File: config.mk
export PLATFORM = sky130hd
export DESIGN_NAME = muldiv_sequencer
export DESIGN_NICKNAME = d
export VERILOG_FILES = /design/src/rtl/cpu_pkg.sv /design/src/rtl/muldiv_sequencer.sv
export SDC_FILE = /design/constraint.sdc
export NUM_CORES = 1
export LEC_CHECK = 0
export ABC_AREA = 1
export CAP_MARGIN = 20
export CELL_PAD_IN_SITES_DETAIL_PLACEMENT = 1
export CELL_PAD_IN_SITES_GLOBAL_PLACEMENT = 1
export CORE_ASPECT_RATIO = 0.8
export CORE_MARGIN = 5
export CORE_UTILIZATION = 30
export CTS_CLUSTER_DIAMETER = 100
export CTS_CLUSTER_SIZE = 16
export DETAILED_ROUTE_END_ITERATION = 7
export HOLD_SLACK_MARGIN = 0.06
export PLACE_DENSITY_LB_ADDON = 0.3
export SLEW_MARGIN = 5
export SYNTH_ARGS = -nofsm -noshare
export SYNTH_HDL_FRONTEND = slang
export SYNTH_SLANG_ARGS = --single-unit
File: constraint.sdc
create_clock -name clk -period 2.3 [get_ports clk]
set_clock_uncertainty 0.05 [all_clocks]
set_input_delay 0.69 -clock clk [delete_from_list [all_inputs] [get_ports clk]]
set_output_delay 0.69 -clock clk [all_outputs]
set_load 0.1 [all_outputs]
File: src/rtl/cpu_pkg.sv
// Shared definitions for the 16-bit core: opcodes, datapath width, MUL/DIV FSM encoding.
package cpu_pkg;

  localparam logic [3:0] OP_MUL = 4'b0011;
  localparam logic [3:0] OP_DIV = 4'b0110;

  localparam int WIDTH_DEFAULT = 16;

  typedef enum logic [1:0] {
    IDLE = 2'b00,
    RUN  = 2'b01,
    DONE = 2'b10
  } state_e;

endpackage

File: src/rtl/muldiv_sequencer.sv
// Multi-cycle unsigned multiply (shift-add) / divide (restoring) unit.
// Runs one iteration per clock and stalls the core until the result is ready.
module muldiv_sequencer
  import cpu_pkg::*;
#(
  parameter int WIDTH = WIDTH_DEFAULT
) (
  input  logic             clk,
  input  logic             rst_n,
  input  logic             start,
  input  logic             op_div,
  input  logic [WIDTH-1:0] operand_a,
  input  logic [WIDTH-1:0] operand_b,
  output logic             stall,
  output logic             busy,
  output logic             done,
  output logic [WIDTH-1:0] result_lo,
  output logic [WIDTH-1:0] result_hi,
  output logic             div_by_zero
);

  localparam int CW = $clog2(WIDTH) + 1;

  state_e           state_q;
  logic [CW-1:0]    cnt_q;
  logic             op_div_q;
  logic [WIDTH-1:0] b_q;
  logic [WIDTH-1:0] acc_hi_q;   // product high half / partial remainder
  logic [WIDTH-1:0] acc_lo_q;   // multiplier bits shifting out / quotient bits shifting in
  logic [WIDTH-1:0] result_lo_q;
  logic [WIDTH-1:0] result_hi_q;
  logic             dbz_q;
  logic             done_q;

  logic [WIDTH-1:0] acc_hi_d;
  logic [WIDTH-1:0] acc_lo_d;
  logic [WIDTH:0]   mul_sum;
  logic [WIDTH:0]   rem_sh;
  logic             div_ge;

  // One iteration of the shared accumulator: shift-add for MUL, restoring subtract for DIV.
  always_comb begin
    mul_sum  = {1'b0, acc_hi_q} + (acc_lo_q[0] ? {1'b0, b_q} : '0);
    // Shifted remainder needs one extra bit: it can reach 2*divisor-1.
    rem_sh   = {acc_hi_q, acc_lo_q[WIDTH-1]};
    div_ge   = (rem_sh >= {1'b0, b_q});
    acc_hi_d = mul_sum[WIDTH:1];
    acc_lo_d = {mul_sum[0], acc_lo_q[WIDTH-1:1]};
    if (op_div_q) begin
      // When the trial succeeds the difference is below the divisor, so WIDTH bits suffice.
      acc_hi_d = div_ge ? (rem_sh[WIDTH-1:0] - b_q) : rem_sh[WIDTH-1:0];
      acc_lo_d = {acc_lo_q[WIDTH-2:0], div_ge};
    end
  end

  // Controller FSM with datapath registers and registered outputs.
  always_ff @(posedge clk or negedge rst_n) begin
    if (!rst_n) begin
      state_q     <= IDLE;
      cnt_q       <= '0;
      op_div_q    <= 1'b0;
      b_q         <= '0;
      acc_hi_q    <= '0;
      acc_lo_q    <= '0;
      result_lo_q <= '0;
      result_hi_q <= '0;
      dbz_q       <= 1'b0;
      done_q      <= 1'b0;
    end else begin
      unique case (state_q)
        IDLE: begin
          done_q <= 1'b0;
          if (start) begin
            op_div_q <= op_div;
            b_q      <= operand_b;
            acc_hi_q <= '0;
            acc_lo_q <= operand_a;
            cnt_q    <= '0;
            dbz_q    <= 1'b0;
            if (op_div && (operand_b == '0)) begin
              // Divide by zero skips the iterations entirely.
              result_lo_q <= '1;
              result_hi_q <= operand_a;
              dbz_q       <= 1'b1;
              done_q      <= 1'b1;
              state_q     <= DONE;
            end else begin
              state_q <= RUN;
            end
          end
        end
        RUN: begin
          acc_hi_q <= acc_hi_d;
          acc_lo_q <= acc_lo_d;
          cnt_q    <= cnt_q + CW'(1);
          if (cnt_q == CW'(WIDTH - 1)) begin
            result_hi_q <= acc_hi_d;
            result_lo_q <= acc_lo_d;
            done_q      <= 1'b1;
            state_q     <= DONE;
          end
        end
        DONE: begin
          // The core still presents the finished instruction here, so start is ignored.
          done_q  <= 1'b0;
          state_q <= IDLE;
        end
        default: begin
          done_q  <= 1'b0;
          state_q <= IDLE;
        end
      endcase
    end
  end

  // Stall must freeze the PC in the decode cycle itself, hence the direct start term.
  assign stall       = rst_n & (((state_q == IDLE) & start) | (state_q == RUN));
  assign busy        = (state_q != IDLE);
  assign done        = done_q;
  assign result_lo   = result_lo_q;
  assign result_hi   = result_hi_q;
  assign div_by_zero = dbz_q;

endmodule

# ---- Word level (Yosys, flattened, before mapping)
# Index checks and enable logic that the tools add are counted.
# Widths: inputs -> output; s select.
dict set report totals {
  wordCells 57
  register_bits 90
  output_inout_bits 36
  input_bits 36
}
dict set report op_classes {
  eq_ne 5
  bitwise 3
  muxes 26
  reduce_logical 9
  magnitude_cmp 1
  addsub 3
}
# op n
set ops {}
lappend ops {{$mux 16} 12}
lappend ops {{$pmux 16 s2} 4}
lappend ops {{$add 16x16->17} 1}
lappend ops {{$ge 17x16->1} 1}
lappend ops {{$logic_not 16->1} 1}
lappend ops {{$sub 16x16->16} 1}
lappend ops {{$pmux 5 s2} 1}
lappend ops {{$mux 2} 3}
lappend ops {{$ne 2x2->1 const B} 3}
lappend ops {{$reduce_and 2->1} 3}
lappend ops {{$add 5x1->5 const B} 1}
lappend ops {{$eq 5x4->1 const B} 1}
lappend ops {{$mux 5} 1}
lappend ops {{$pmux 2 s2} 1}
lappend ops {{$reduce_and 4->1} 1}
lappend ops {{$reduce_bool 2->1} 2}
lappend ops {{$mux 1} 3}
lappend ops {{$and 1x1->1} 2}
lappend ops {{$eq 2x1->1 const B} 1}
lappend ops {{$logic_not 2->1} 1}
lappend ops {{$pmux 1 s2} 1}
lappend ops {{$logic_and 1x1->1} 1}
lappend ops {{$or 1x1->1} 1}

# ---- Depth between registers and ports, before layout
dict set report logic_depth {
  ltp_word 5
  ltp_mapped 18
  ltp_nobuf 16
}

# ---- Worst setup path before layout
# Ideal clock, no wire load.
dict set report synth_timing {
  path_type {input-to-output}
  from {in start}
  to {out stall}
  cell_stages 7
  n_path_buf 3
  arrival_time_ns 2.692
  setup_slack_ns -1.132
  path_cell_list {nand2_2 -> inv_2 -> buf_2 -> nor2_1 -> buf_2 -> buf_2 -> nor2_1}
}
dict set report synth_via {
  elab_chain_len 3
}
# item line_no
set synth_rtl {}
lappend synth_rtl {{start: declaration} muldiv_sequencer.sv:10} ;# input logic start,
lappend synth_rtl {{$and 1x1->1} muldiv_sequencer.sv:117} ;# assign stall = rst_n & (((state_q == IDLE) & start) | (state_q == RUN));
lappend synth_rtl {{$or 1x1->1} muldiv_sequencer.sv:117}
lappend synth_rtl {{$and 1x1->1} muldiv_sequencer.sv:117}
lappend synth_rtl {{end: declaration} muldiv_sequencer.sv:14} ;# output logic stall,
# No other way between the ends.

# ---- Final worst setup path
dict set report layout_timing {
  from {reg acc_lo_q[0]}
  to {reg result_hi_q[14], in the netlist result_hi[14]}
}
dict set report layout_via {
  elab_chain_len 5
}
# item line_no
set layout_rtl {}
lappend layout_rtl {{start: declaration} muldiv_sequencer.sv:29} ;# logic [WIDTH-1:0] acc_lo_q;
lappend layout_rtl {{start signal: assignment} muldiv_sequencer.sv:77} ;# acc_lo_q <= operand_a;
lappend layout_rtl {{start signal: assignment} muldiv_sequencer.sv:94} ;# acc_lo_q <= acc_lo_d;
lappend layout_rtl {{$mux 16} muldiv_sequencer.sv:43} ;# mul_sum = {1'b0, acc_hi_q} + (acc_lo_q[0] ? {1'b0, b_q} : '0);
lappend layout_rtl {{$add 16x16->17} muldiv_sequencer.sv:43}
lappend layout_rtl {{$mux 16} muldiv_sequencer.sv:49} ;# if (op_div_q) begin
lappend layout_rtl {{$mux 16} muldiv_sequencer.sv:96} ;# if (cnt_q == CW'(WIDTH - 1)) begin
lappend layout_rtl {{$pmux 16 s2} muldiv_sequencer.sv:70} ;# unique case (state_q)
lappend layout_rtl {{end signal: assignment} muldiv_sequencer.sv:83} ;# result_hi_q <= operand_a;
lappend layout_rtl {{end signal: assignment} muldiv_sequencer.sv:97} ;# result_hi_q <= acc_hi_d;
lappend layout_rtl {{end: declaration} muldiv_sequencer.sv:31} ;# logic [WIDTH-1:0] result_hi_q;
# No other way between the ends. The select of a mux whose other input is x is not followed.
# A chain may end at the register's enable or synchronous reset.

==> key figures <==
Outcome
  – Result of the run: complete, no violations

GRT
  – Wire length of the first global-routing pass: 36.7 mm
  – Total GRT Usage: 0.189
  – Grt ovf: 0
  – Antenna violations before repair: 0
  – Vias in the first global route: 6,585
  – Pin count of the biggest net entering global routing: 91

STA
  – Unrepaired setup endpoints after global routing: true
  – Worst hold margin: 0.369 ns
  – Measured slew at the worst slew-check pin: 0.536 ns
  – Highest clock rate: 437 MHz
  – Share of the clock period used by the worst path after layout: 0.995
  – Total count of hold-check failures in the final report: 0
  – Clock period minus worst slack: 2.29 ns
  – Slew Limit Fails: 0
  – Worst slew slack as a fraction of its limit: 0.643
  – Setup tns final: 0 ns
  – Setup Viol. Count Final: 0

Run
  – Max-cap check violation count: 0

Floorplan
  – Horiz. Die Dim: 173 um
  – Io pins: 72
  – Die Y-Extent: 140 um
  – Die ar.: 24,200 sq um
  – Area of the core: 20,800 sq um
  – Effective utilization at floorplan: 0.306
  – Number of rows in the core area: 47

Logic synthesis
  – Number of instances in the synthesized netlist: 884
  – Top cells by count, synth: nand2_1, inv_1, dfrtp_1, nor2_1, o21ai_0
  – Yosys warning total: 0
  – Post-synthesis adder-cell area fraction: 0.0732
  – Post-Synthesis Net Count: 956
  – Cells taking the most area after synthesis: dfrtp_1, nand2_1, inv_1
  – Multiplexer area fraction after synthesis: 0
  – Complex-gate fraction of the synthesized area: 0.157
  – Number of synthesized register bits: 90
  – Mapped Avg Cell Area: 7.19 sq um
  – Sequential share of the synthesized area: 0.354
  – Share of the synthesized area in the top cell type: 0.354
  – Synth cell types: 46
  – Combinational family with the most area after synthesis: simple AND/OR/NAND/NOR gates
  – Number of synthesized flops with an enable pin: 0
  – Cell with the most instances after synthesis: nand2_1
  – Primary flip-flop cell chosen by synthesis mapping: dfrtp_1
  – Simple-gate area share of the yosys netlist: 0.294
  – Synth Area in XOR/XNOR: 0.0179
  – Yosys top cell by area: dfrtp_1
  – Area of the mapped netlist: 6360 sq um
  – Post-synth ARST share: 1.00

Min path
  – Hold Path Class: in2async

CTS
  – Clock tree from TritonCTS: built
  – Skew-Pair Late Insertion Delay: 0.36 ns
  – H-tree lvl count: 3
  – Bufs on Longest Clock Path: 2
  – Hold-fix buffers at CTS: 0
  – Clk pin slew, worst setup/hold paths: 0.08 ns
  – Clock root cell: clkbuf_16
  – Number of buffers inserted during clock tree synthesis: 9
  – Count of clock tree sinks: 90

Finish
  – Fill cell instance count of the final layout: 2,510
  – # diodes: 0
  – Area of all sequential standard cells: 2260 sq um
  – Final core area utilization: 0.461
  – Area of the multi-input gates: 4360 sq um
  – Synth-to-layout area growth: 50.5%
  – Final layout net count: 1,138
  – Share of final-layout standard cells stronger than drive strength 1: 0.387

Worst setup path
  – Longest individual stage delay on the worst path: 0.49 ns
  – Launch point of the worst reg-to-reg path: acc_lo_q[0]
  – Worst Path Max Fanout: 7
  – Critical Path, Cell by Cell: buf_12 -> nand2_1 -> inv_2 -> ha_4 -> buf_4 -> nand4_1 -> nor3_2 -> nand2_2 -> nand3_1 -> nand3_1 -> nand2_1 -> nand2_2 -> a21oi_2
  – CP endpoint kind: flip-flop
  – Slack of the worst reg-to-reg path: 0.01 ns
  – Start-to-end type of the worst setup path: reg2reg
  – Endpoint of the lowest-slack register-to-register path: result_hi[14]
  – Data arrival, critical path: 2.52 ns
  – Launching element type of the critical path: flip-flop
  – Cell with the biggest individual delay on the critical path: dfrtp_2
  – Number of cells traversed by the worst register-to-register path: 13
  – Worst path required time: 2.53 ns

Placed design
  – Port-buffer cells: 71
  – Routability congestion estimate from global placement: 0.876
  – Estimated wirelength of the detail-placed design: 18.0 mm

Routing
  – Vias per std cell: 4.97
  – Total Wirelength: 25.1 mm
  – Number of optimization iterations in the first detailed-route pass: 5
  – Wire per inst: 18.8 um
  – First-iteration detailed-routing DRC count: 380
  – Drc violations: 0
  – DR vias: 6,660
  – Post-route ant nets: 0
per-stage QoR:
step                worst slack (ns)  instances  cell area, sq um
finish                        0.0117       1340              9570
global route                  -0.101       1340              9570
CTS                         -0.00774       1316              8600
detailed placement            -0.744       1298              8090
global placement              -0.763       1298              8090
floorplan                     -0.170        884              6420
critical path: cells and delay by family, from the launching register on:
kind	cells	cell delay (ns)
simple gates	8	0.88
buf+inv	3	0.36
flops	1	0.49
compound gates	1	0.14
fa+ha+maj	1	0.27
metal layers:
layer	vias up	wire, um	part of all wire	global-route usage
li1	3220	-	-	-
met1	3282	12500	0.50	0.284
met2	137	11400	0.45	0.294
met3	21	950	0.038	0.0288
met4	0	305	0.012	0.0310
met5	-	0	0	0
how the worst max path moves through the flow:
stage / from / to / slack, ns / cells after the start
floorplan: start / stall / -0.17 / 7
global placement: operand_b[5] / result_hi[7] / -0.76 / 9
detailed placement: operand_b[5] / result_hi[13] / -0.74 / 10
CTS: acc_lo_q[0] / result_hi[5] / -0.008 / 13
global route: acc_lo_q[0] / acc_hi_q[14] / -0.10 / 14
finish: acc_lo_q[0] / result_hi[14] / 0.01 / 13
cell type report:
| cell class | count | share of cell area |
|---|---|---|
| Multi-Input combinational cell | 639 | 0.456 |
| Clock buffer | 10 | 0.0250 |
| Tap cell | 269 | 0.0352 |
| Inverter | 124 | 0.0508 |
| Clock inverter | 6 | 0.00758 |
| Timing Repair Buffer | 202 | 0.189 |
| Sequential cell | 90 | 0.236 |
kinds of logic (layout without fill, tap and decap cells):
| group | after synthesis | count (layout) |
|---|---|---|
| adder cells (fa/ha/maj) | 36 | 36 |
| buffers and inverters | 156 | 342 |
| XOR/XNOR | 13 | 13 |
| flip-flops | 90 | 90 |
| AO/OA/AOI/OAI | 162 | 162 |
| AND/OR/NAND/NOR | 427 | 428 |
state kept, by name (all words and copies together), names as in the netlist:
| register | count |
|---|---|
| acc_lo_q | 16 |
| state_q | 2 |
| cnt_q | 5 |
| acc_hi_q | 16 |
| done | 1 |
| op_div_q | 1 |
| div_by_zero | 1 |
| result_hi | 16 |
| b_q | 16 |
| result_lo | 16 |
cell usage in the layout (no fill, tap or decap), drive strengths merged, types with 4 or more instances in the layout:
master and n:
a21o 5, dfrtp 90, clkinv 5, clkbuf 14
o211ai 16, nand2 279, nor2 67, inv 123
clkdlybuf4s50 27, buf 164, a21oi 60, o21bai 6
a31oi 5, ha 34, nand3 64, o21ai 61
nor3 6, nand4 4, dlymetal6s2s 4, xor2 10
what timing repair did:
action / in CTS / in global routing
hold endpoints to repair: 0 / 0
pin swaps: 10 / 58
setup endpoints to repair: 46 / 44
buffers inserted: 2 / 19
gates cloned: 0 / 5
resized for setup: 42 / 179
Power is left out: the tool's default activity adds up to more than one toggle a clock period on the data nets, which glitch-free logic cannot reach.
